**src/rtl/bus_responder.sv**
```systemverilog
//------------------------------------------------------------------------------
// bus_responder : LLC bus-request responder with snoop, writeback, memory
//                 latency modelling and saturating statistics counters.
// Revision      : 1.0
//------------------------------------------------------------------------------
`default_nettype none

module bus_responder #(
   parameter int MEM_LAT = 4,
   parameter int CNT_W   = 16
) (
   input  logic             clk,
   input  logic             rst_n,
   input  logic             req_valid,
   output logic             req_ready,
   input  logic [2:0]       req_op,
   input  logic [31:0]      req_addr,
   input  logic [1:0]       snp_in,
   output logic             rsp_valid,
   input  logic             rsp_ready,
   output logic [1:0]       rsp_snoop,
   output logic             rsp_excl,
   output logic             rsp_err,
   output logic [31:0]      rsp_addr,
   output logic [CNT_W-1:0] rd_cnt,
   output logic [CNT_W-1:0] wr_cnt,
   output logic [CNT_W-1:0] rwim_cnt,
   output logic [CNT_W-1:0] hitm_cnt
);

   localparam logic [2:0] c_OP_READ  = 3'd1;
   localparam logic [2:0] c_OP_WRITE = 3'd2;
   localparam logic [2:0] c_OP_INV   = 3'd3;
   localparam logic [2:0] c_OP_RWIM  = 3'd4;

   localparam logic [1:0] c_SNP_NOHIT    = 2'd0;
   localparam logic [1:0] c_SNP_HITM     = 2'd2;
   localparam logic [1:0] c_SNP_NORESULT = 2'd3;

   localparam logic [3:0] c_LAT_LOAD = 4'(MEM_LAT - 1);

   typedef enum logic [2:0] {
      ST_IDLE  = 3'd0,
      ST_SNOOP = 3'd1,
      ST_WB    = 3'd2,
      ST_MEM   = 3'd3,
      ST_RESP  = 3'd4
   } state_t;

   state_t     r_state;
   logic [2:0] r_op;
   logic [3:0] r_lat;
   logic [1:0] w_snp_mapped;

   function automatic logic [CNT_W-1:0] sat_inc(input logic [CNT_W-1:0] v);
      return (&v) ? v : v + CNT_W'(1);
   endfunction

   // A peer that gives no result is reported to the LLC as a plain miss.
   assign w_snp_mapped = (snp_in == c_SNP_NORESULT) ? c_SNP_NOHIT : snp_in;

   always_ff @(posedge clk or negedge rst_n) begin
      if (!rst_n) begin
         r_state   <= ST_IDLE;
         r_op      <= 3'd0;
         r_lat     <= 4'd0;
         req_ready <= 1'b1;
         rsp_valid <= 1'b0;
         rsp_snoop <= c_SNP_NOHIT;
         rsp_excl  <= 1'b0;
         rsp_err   <= 1'b0;
         rsp_addr  <= 32'd0;
         rd_cnt    <= '0;
         wr_cnt    <= '0;
         rwim_cnt  <= '0;
         hitm_cnt  <= '0;
      end else begin
         case (r_state)
            ST_IDLE: begin
               if (req_valid) begin
                  req_ready <= 1'b0;
                  r_op      <= req_op;
                  rsp_addr  <= req_addr;
                  rsp_excl  <= 1'b0;
                  rsp_err   <= 1'b0;
                  rsp_snoop <= c_SNP_NORESULT;
                  case (req_op)
                     c_OP_READ: begin
                        rd_cnt  <= sat_inc(rd_cnt);
                        r_state <= ST_SNOOP;
                     end
                     c_OP_RWIM: begin
                        rwim_cnt <= sat_inc(rwim_cnt);
                        r_state  <= ST_SNOOP;
                     end
                     c_OP_INV: begin
                        r_state <= ST_SNOOP;
                     end
                     c_OP_WRITE: begin
                        wr_cnt  <= sat_inc(wr_cnt);
                        r_lat   <= c_LAT_LOAD;
                        r_state <= ST_MEM;
                     end
                     default: begin
                        rsp_err   <= 1'b1;
                        rsp_valid <= 1'b1;
                        r_state   <= ST_RESP;
                     end
                  endcase
               end
            end
            ST_SNOOP: begin
               rsp_snoop <= w_snp_mapped;
               rsp_excl  <= (r_op == c_OP_READ) && (snp_in == c_SNP_NOHIT);
               if (snp_in == c_SNP_HITM) begin
                  hitm_cnt <= sat_inc(hitm_cnt);
               end
               if (r_op == c_OP_INV) begin
                  rsp_valid <= 1'b1;
                  r_state   <= ST_RESP;
               end else if (snp_in == c_SNP_HITM) begin
                  r_lat   <= c_LAT_LOAD;
                  r_state <= ST_WB;
               end else begin
                  r_lat   <= c_LAT_LOAD;
                  r_state <= ST_MEM;
               end
            end
            ST_WB: begin
               // Peer writeback completes before the memory access starts.
               if (r_lat == 4'd0) begin
                  r_lat   <= c_LAT_LOAD;
                  r_state <= ST_MEM;
               end else begin
                  r_lat <= r_lat - 4'd1;
               end
            end
            ST_MEM: begin
               if (r_lat == 4'd0) begin
                  rsp_valid <= 1'b1;
                  r_state   <= ST_RESP;
               end else begin
                  r_lat <= r_lat - 4'd1;
               end
            end
            ST_RESP: begin
               if (rsp_ready) begin
                  rsp_valid <= 1'b0;
                  req_ready <= 1'b1;
                  r_state   <= ST_IDLE;
               end
            end
            default: begin
               rsp_valid <= 1'b0;
               req_ready <= 1'b1;
               r_state   <= ST_IDLE;
            end
         endcase
      end
   end

endmodule

`default_nettype wire
```
**config.mk**
```make
export PLATFORM = sky130hd
export DESIGN_NAME = bus_responder
export DESIGN_NICKNAME = d
export VERILOG_FILES = /design/src/rtl/bus_responder.sv
export SDC_FILE = /design/constraint.sdc
export NUM_CORES = 1
export LEC_CHECK = 0
export BUFFER_PORTS_ARGS = -buffer_cell sky130_fd_sc_hd__buf_2
export CORE_ASPECT_RATIO = 0.7
export CORE_MARGIN = 3
export CORE_UTILIZATION = 40
export CTS_BUF_LIST = sky130_fd_sc_hd__clkbuf_8
export DETAILED_ROUTE_END_ITERATION = 16
export MAX_ROUTING_LAYER = met4
export PLACE_DENSITY = 0.66
export RECOVER_POWER = 25
export SYNTH_ARGS = -nofsm -noshare
export SYNTH_HDL_FRONTEND = slang
export SYNTH_SLANG_ARGS = --single-unit
```
**constraint.sdc**
```tcl
create_clock -name clk -period 3.4 [get_ports clk]
set_clock_uncertainty 0.05 [all_clocks]
set_input_delay 0.34 -clock clk [delete_from_list [all_inputs] [get_ports clk]]
set_output_delay 0.34 -clock clk [all_outputs]
set_load 0.05 [all_outputs]
```
==> key figures, run 1 <==
Power and ir drop
  – Cell leakage power: 3.156 nW
  – Peak supply drop: 0.4318 mV
  – Pwr per Cell Area: 742.1 nW/um^2

Critical path
  – Required time at the endpoint of the critical path: 3.62 ns
  – Cell breakdown of the critical path: nor4b_4 -> nand3_2 -> nor4_2 -> nand3_1 -> xnor2_1
  – Critical path buffers and inverters: 0
  – Max incr delay on CP: 0.62 ns
  – Worst reg2reg startpoint: r_state[1]$_DFFE_PN0P_
  – Worst EP arrival: 2.67 ns
  – Worst setup path startpoint: r_state[1]$_DFFE_PN0P_
  – Critical path endpoint category: register
  – Instance count on the critical path: 5
  – Logic depth of the worst register-to-register path: 5
  – Critical path's top delay family: simple AND/OR/NAND/NOR gates
  – CP Launch Type: register
  – Worst-path maximum fanout: 12
  – Crit Path Class: reg -> reg
  – CP max stage cell: sky130_fd_sc_hd__nor4b_4

Final layout
  – Final core utilization: 50.92%
  – Area taken by flip-flops and latches: 2804 sq um
  – Count of non-filler cells in the finished layout: 808
  – Fill cells: 1137
  – Combined area of the multi-input logic cells: 2132 sq um
  – Post-layout instance area: 6118 sq um
  – Most frequent standard cell in the layout excluding fill and tap cells: sky130_fd_sc_hd__nand2_1
  – Number of nets in the layout: 691
  – Area Growth Syn to Fin: 21.31%
  – Most used cells in the layout excluding fill and tap cells: sky130_fd_sc_hd__nand2_1, sky130_fd_sc_hd__buf_2, sky130_fd_sc_hd__dfrtp_1
  – Share of cells above drive strength 1: 25.08%

Run
  – Max-cap violation count: 0

Die
  – Number of top-level pins: 143
  – Number of placement rows: 33
  – Die Y: 99.95 um
  – Placeable core region: 12020 sq um
  – Die Width: 140.2 um
  – Die area: 14010 sq um
  – Initial core utilization: 41.98%

Hold path
  – Launch instance of the worst min-delay path: req_addr[21]
  – Number of cells traversed by the worst hold path: 3
  – Hold Crit Class: in -> reg

STA
  – Max_slew headroom: 22.22%
  – Count of pins over their slew limit: 0
  – Hold Vio Cnt, Final: 0
  – Max frequency: 0.4073 GHz
  – RSZ-0062 raised after global routing: false
  – Shortest clock period the worst path allows after layout: 2.455 ns
  – Final worst-path cycle share: 72.22%
  – Final setup violation count: 0
  – Transition at the pin with the smallest max-transition slack: 1.167 ns
  – Sum of negative setup slack: 0 ns

Synth
  – Most area-consuming cells after synthesis: sky130_fd_sc_hd__dfrtp_1, sky130_fd_sc_hd__nand2_1, sky130_fd_sc_hd__xnor2_1
  – Area fraction of the dominant cell type after synthesis: 55.07%
  – Syn Inst Count: 501
  – Mapped Nets: 547
  – Number of flops mapped to enable cells by yosys: 0
  – Total of warnings raised by yosys: 0
  – Synth Area per Inst: 10.07 sq um
  – Synthesized flop and latch total: 112
  – Fraction of the yosys area taken by sequential cells: 55.59%
  – Summed instance area of the synthesized netlist: 5044 sq um
  – FFs w/ async S/R, synth: 100.0%
  – Yosys top cell by area: sky130_fd_sc_hd__dfrtp_1
  – Synth Flop Type: sky130_fd_sc_hd__dfrtp_1
  – Number of distinct library cell variants in the gate-level netlist after synthesis: 46

Placed design
  – Placed cell count: 790
  – DP Wirelength: 8.461 mm
  – RePlAce Congestion: 0.8462
  – Buffers added on ports: 142
  – Standard cell area after detailed placement: 5922 sq um

Clocking
  – TritonCTS Buffers: 9
  – Clk Latency, worst-skew pair: 0.38 ns
  – Clock-pin transition on the worst setup and hold timing paths: 0.11 ns
  – CTS Root Cell: sky130_fd_sc_hd__clkbuf_8
  – H-tree depth: 3
  – Clock tree buffer depth: 2
  – CTS tree: built
  – Number of gates given a new drive strength after cts: 0
  – TritonCTS sink count: 112

Drt
  – DR vias/cell: 4.959
  – Via count of the routed design: 4007
  – Met3 Routed Length: 715 um
  – Remaining antenna violation count: 0
  – Max Used Layer: met4
  – Iteration-0 DRC Markers: 241
  – Average wire per cell in the routed design: 14.13 um
  – Wire length on met1: 5.655 mm
  – Detailed-route DRC error count: 0
  – Met2 Wirelength: 4.933 mm
  – Wire length reported by the detailed router: 11.41 mm
  – Total iterations of the first detailed-routing run: 4

Global route
  – Global-route wire length before repair: 18.94 mm
  – Overall overflow remaining after global route: 0
  – Vias in the first global route: 3809
  – Antenna violations before repair: 1
  – Largest net degree at the start of global routing: 67
  – Global-route usage over all layers: 17.13%

Run status
  – Result of the run: finished, final reports clean
[cell type report]
class | count | area share [%]
Clock inverter | 6 | 1.125
Tap cell | 157 | 3.211
Timing Repair Buffer | 145 | 11.90
Antenna cell | 1 | 0.04090
Multi-Input combinational cell | 364 | 34.85
Clock buffer | 10 | 2.249
Sequential cell | 112 | 45.83
Inverter | 13 | 0.7975
[worst paths after layout]
check	end	slack (ns)
min reg2reg	rsp_addr[26]$_DFFE_PN0P_	0.43
max in group asynchronous	req_ready$_DFFE_PN1P_	1.66
min	rsp_addr[21]$_DFFE_PN0P_	0.1
max reg2reg	rwim_cnt[9]$_DFFE_PN0P_	0.94
max	rwim_cnt[9]$_DFFE_PN0P_	0.94
min in group asynchronous	rsp_addr[4]$_DFFE_PN0P_	0.68
[cell usage after synthesis, types with 2 or more instances]
cell and n:
sky130_fd_sc_hd__dfrtp_1 111, sky130_fd_sc_hd__ha_1 5, sky130_fd_sc_hd__nand2b_1 5, sky130_fd_sc_hd__a31oi_1 4, sky130_fd_sc_hd__buf_2 2, sky130_fd_sc_hd__nor3_1 16
sky130_fd_sc_hd__nor4_1 4, sky130_fd_sc_hd__and2_1 3, sky130_fd_sc_hd__nand2_1 134, sky130_fd_sc_hd__clkbuf_1 8, sky130_fd_sc_hd__mux2_2 7, sky130_fd_sc_hd__nand3b_1 2
sky130_fd_sc_hd__and3_1 8, sky130_fd_sc_hd__a21oi_1 3, sky130_fd_sc_hd__nand4_1 22, sky130_fd_sc_hd__xnor2_1 31, sky130_fd_sc_hd__a311oi_1 2, sky130_fd_sc_hd__o21ai_0 5
sky130_fd_sc_hd__nand3_1 26, sky130_fd_sc_hd__xor2_1 27, sky130_fd_sc_hd__nor3_2 5, sky130_fd_sc_hd__nor3b_1 3, sky130_fd_sc_hd__nor2b_1 4, sky130_fd_sc_hd__and4_1 3
sky130_fd_sc_hd__nor2_1 28, sky130_fd_sc_hd__inv_1 13
[cell families after synthesis]
kind of cell               count (synthesis)  synth area share, %
AOI/OAI and AO/OA                         20                2.679
and+or+nand+nor                          273                26.52
xor gates and xnor gates                  58                10.07
muxes                                      8                1.761
DFF                                      112                55.59
adders and majority gates                  5                1.240
buffers and inverters                     25                2.134
[metal layers]
layer / global-route usage (%) / vias up
met5: - / -
met4: 2.904 / 0
met3: 5.190 / 12
met2: 25.07 / 110
met1: 24.08 / 1909
li1: - / 1976
[worst register-to-register path, cell delays in order, from the launching register on]
cell and delay (ns):
sky130_fd_sc_hd__dfrtp_1 0.54, sky130_fd_sc_hd__nor4b_4 0.62, sky130_fd_sc_hd__nand3_2 0.24, sky130_fd_sc_hd__nor4_2 0.53, sky130_fd_sc_hd__nand3_1 0.20, sky130_fd_sc_hd__xnor2_1 0.16
[stage by stage]
stage | power [W] | setup slack [ns] | hold WS, ns
2_1_floorplan | 0.003314 | 1.209 | -0.005591
3_3_place_gp | 0.003742 | 1.068 | 0.3348
3_5_place_dp | 0.003792 | 1.007 | 0.3373
4_1_cts | 0.004623 | 0.8987 | 0.06855
5_1_grt | 0.004823 | 0.6938 | 0.08147
6_report | 0.004541 | 0.9446 | 0.09532
[power by group]
part / internal [W] / switching, W
Clock: 0.000365 / 0.000447
Combinational: 0.000427 / 0.00140
Sequential: 0.00165 / 0.000254
Total: 0.00244 / 0.00210
[state kept, by name, indices dropped and copies added, names as in the netlist]
| signal | count |
|---|---|
| req_ready | 1 |
| rd_cnt | 16 |
| rsp_snoop | 2 |
| wr_cnt | 16 |
| rsp_valid | 1 |
| rsp_addr | 32 |
| r_lat | 4 |
| r_state | 3 |
| rsp_excl | 1 |
| hitm_cnt | 16 |
| r_op | 3 |
| rwim_cnt | 16 |
| rsp_err | 1 |
[timing repair]
action,in CTS,in global routing
hold buffers,1,0
endpoints found under the hold margin,46,0
buffers inserted,0,0
(Power assumes the default switching activity.)
==> inputs of run 2 (changes only) <==
PLACE_DENSITY = 0.68   (was 0.66)
clock period = 2.2 ns   (was 3.4 ns; I/O delays follow)
==> run 2 against run 1 <==
Compared with the run above:
- global-route usage rose by 1.0 points
- via count rose by 4.7%
- maximum frequency rose by 19%
- final area rose by 7.0%
- wire length rose by 5.8%
- non-clock buffer count rose by 43
- sequential cell count did not move
- hold slack got worse by 0.062 ns
- critical endpoint is now rwim_cnt[10]$_DFFE_PN0P_
==> key figures, run 2 (synthesized netlist as in run 1, its figures left out) <==
Drt
  – Iteration-0 DRC Markers: 169
  – Total iterations of the first detailed-routing run: 5
  – Detailed-route DRC error count: 0
  – DR vias/cell: 4.936
  – Remaining antenna violation count: 0
  – Via count of the routed design: 4196
  – Average wire per cell in the routed design: 14.21 um
  – Wire length reported by the detailed router: 12.08 mm

Clocking
  – Clock tree buffer depth: 2
  – Clk Latency, worst-skew pair: 0.36 ns
  – CTS Root Cell: sky130_fd_sc_hd__clkbuf_8
  – H-tree depth: 3
  – TritonCTS sink count: 112
  – CTS tree: built
  – Clock-pin transition on the worst setup and hold timing paths: 0.11 ns
  – TritonCTS Buffers: 9

STA
  – Transition at the pin with the smallest max-transition slack: 0.9179 ns
  – Max frequency: 0.4854 GHz
  – Max_slew headroom: 38.81%
  – Hold Vio Cnt, Final: 0
  – Count of pins over their slew limit: 0
  – Final setup violation count: 0
  – Final worst-path cycle share: 93.65%
  – Shortest clock period the worst path allows after layout: 2.060 ns

Power and ir drop
  – Pwr per Cell Area: 1095 nW/um^2
  – Cell leakage power: 3.385 nW
  – Design Power: 0.007162 W
  – Peak supply drop: 0.8039 mV

Critical path
  – Worst setup path startpoint: r_state[1]$_DFFE_PN0P_
  – Logic depth of the worst register-to-register path: 5
  – CP Launch Type: register
  – Crit path to: rwim_cnt[10]$_DFFE_PN0P_
  – Crit Path Class: reg -> reg
  – Critical path endpoint category: register
  – Worst EP arrival: 2.31 ns
  – Slack of the worst reg-to-reg path: 0.14 ns
  – Worst reg2reg startpoint: r_state[1]$_DFFE_PN0P_
  – Worst r2r dst: rwim_cnt[10]$_DFFE_PN0P_
  – Required time at the endpoint of the critical path: 2.45 ns
  – Worst-path maximum fanout: 8

Hold path
  – Hold Crit Class: in -> reg

Placed design
  – Placed cell count: 800
  – DP Wirelength: 8.686 mm
  – Buffers added on ports: 142
  – RePlAce Congestion: 0.8707

Final layout
  – Number of nets in the layout: 734
  – Flip-flop count of the largest register after layout: 32
  – Most frequent standard cell in the layout excluding fill and tap cells: sky130_fd_sc_hd__buf_2
  – Count of non-filler cells in the finished layout: 850
  – Register bank with the most flops: rsp_addr
  – Area Growth Syn to Fin: 29.74%
  – Most used cells in the layout excluding fill and tap cells: sky130_fd_sc_hd__buf_2, sky130_fd_sc_hd__nand2_1, sky130_fd_sc_hd__dfrtp_1
  – Number of antenna diodes: 0
  – Share of cells above drive strength 1: 28.43%

Die
  – Number of top-level pins: 143
  – Die Y: 99.95 um
  – Placeable core region: 12020 sq um
  – Die area: 14010 sq um
  – Number of placement rows: 33
  – Initial core utilization: 41.98%
  – Die Width: 140.2 um

Global route
  – Met1 capacity usage during global routing: 24.56%
  – Largest net degree at the start of global routing: 42
  – GR peak layer: met2
  – Antenna violations before repair: 0
  – Overall overflow remaining after global route: 0
  – Global-route wire length before repair: 20.38 mm
  – Global-route met2 utilization: 28.20%
  – Global-route usage over all layers: 18.16%
  – Vias in the first global route: 4235
  – Met3 track utilization from global routing: 4.190%

Run
  – Max-cap violation count: 0

Run status
  – Result of the run: finished, final reports clean
-- run 2: cell types whose count changed in the layout (fill, tap and decap cells not counted), sizes merged --
cell         previous run  this run
buf                   127       154
dlygate4sd3             1        31
clkbuf                 27        13
diode                   1         0
-- run 2: critical path, cell delays in order (launching register included) --
cell	delay, ns
sky130_fd_sc_hd__dfrtp_2	0.48
sky130_fd_sc_hd__nor4b_4	0.41
sky130_fd_sc_hd__nand3_2	0.20
sky130_fd_sc_hd__or3b_1	0.51
sky130_fd_sc_hd__nor3_2	0.18
sky130_fd_sc_hd__xor2_1	0.16
-- run 2: how the worst min path moves through the flow --
stage	from	end	slack, ns	cells past startpoint
floorplan	rst_n	hitm_cnt[0]$_DFFE_PN0P_	-0.13	0
global placement	rst_n	rsp_addr[10]$_DFFE_PN0P_	0.17	1
detailed placement	rst_n	rsp_addr[2]$_DFFE_PN0P_	0.17	1
CTS	req_addr[5]	rsp_addr[5]$_DFFE_PN0P_	0.001	3
global route	req_addr[5]	rsp_addr[5]$_DFFE_PN0P_	0.02	3
finish	req_addr[5]	rsp_addr[5]$_DFFE_PN0P_	0.03	3
-- run 2: cell type report --
type	count	area [sq um]
Inverter	13	48.80
Sequential cell	112	2808
Fill cell	1098	5472
Clock inverter	6	67.56
Clock buffer	10	137.6
Timing Repair Buffer	188	1134
Tap cell	157	196.4
Multi-Input combinational cell	364	2152
-- run 2: repair_timing --
item / in CTS / in global routing
setup endpoints to repair: 1 / 11
pin swaps: 0 / 1
hold buffers: 31 / 0
setup buffers: 0 / 3
resized for setup: 1 / 7
endpoints found under the hold margin: 63 / 0
-- run 2: routing by layer --
layer  up-vias  wire, um
li1       2059         -
met1      2006      5870
met2       120      5443
met3        11       636
met4         0       127
met5         -         0
-- run 2: power breakdown --
part | internal [W] | switching [W]
combinational | 0.000775 | 0.00220
sequential | 0.00256 | 0.000387
clock | 0.000565 | 0.000679
-- run 2: through the flow --
step	TNS (ns)	hold slack, ns	worst slack, ns	util, %	cell area, sq um
2_1_floorplan	0	-0.1256	0.009052	-	5044
3_3_place_gp	0	0.1683	0.1754	49.91	5997
3_5_place_dp	0	0.1721	0.02249	49.91	5997
4_1_cts	0	0.001302	0.05609	54.24	6518
5_1_grt	-0.01090	0.01583	-0.01090	54.46	6544
6_report	0	0.03308	0.1397	54.46	6544
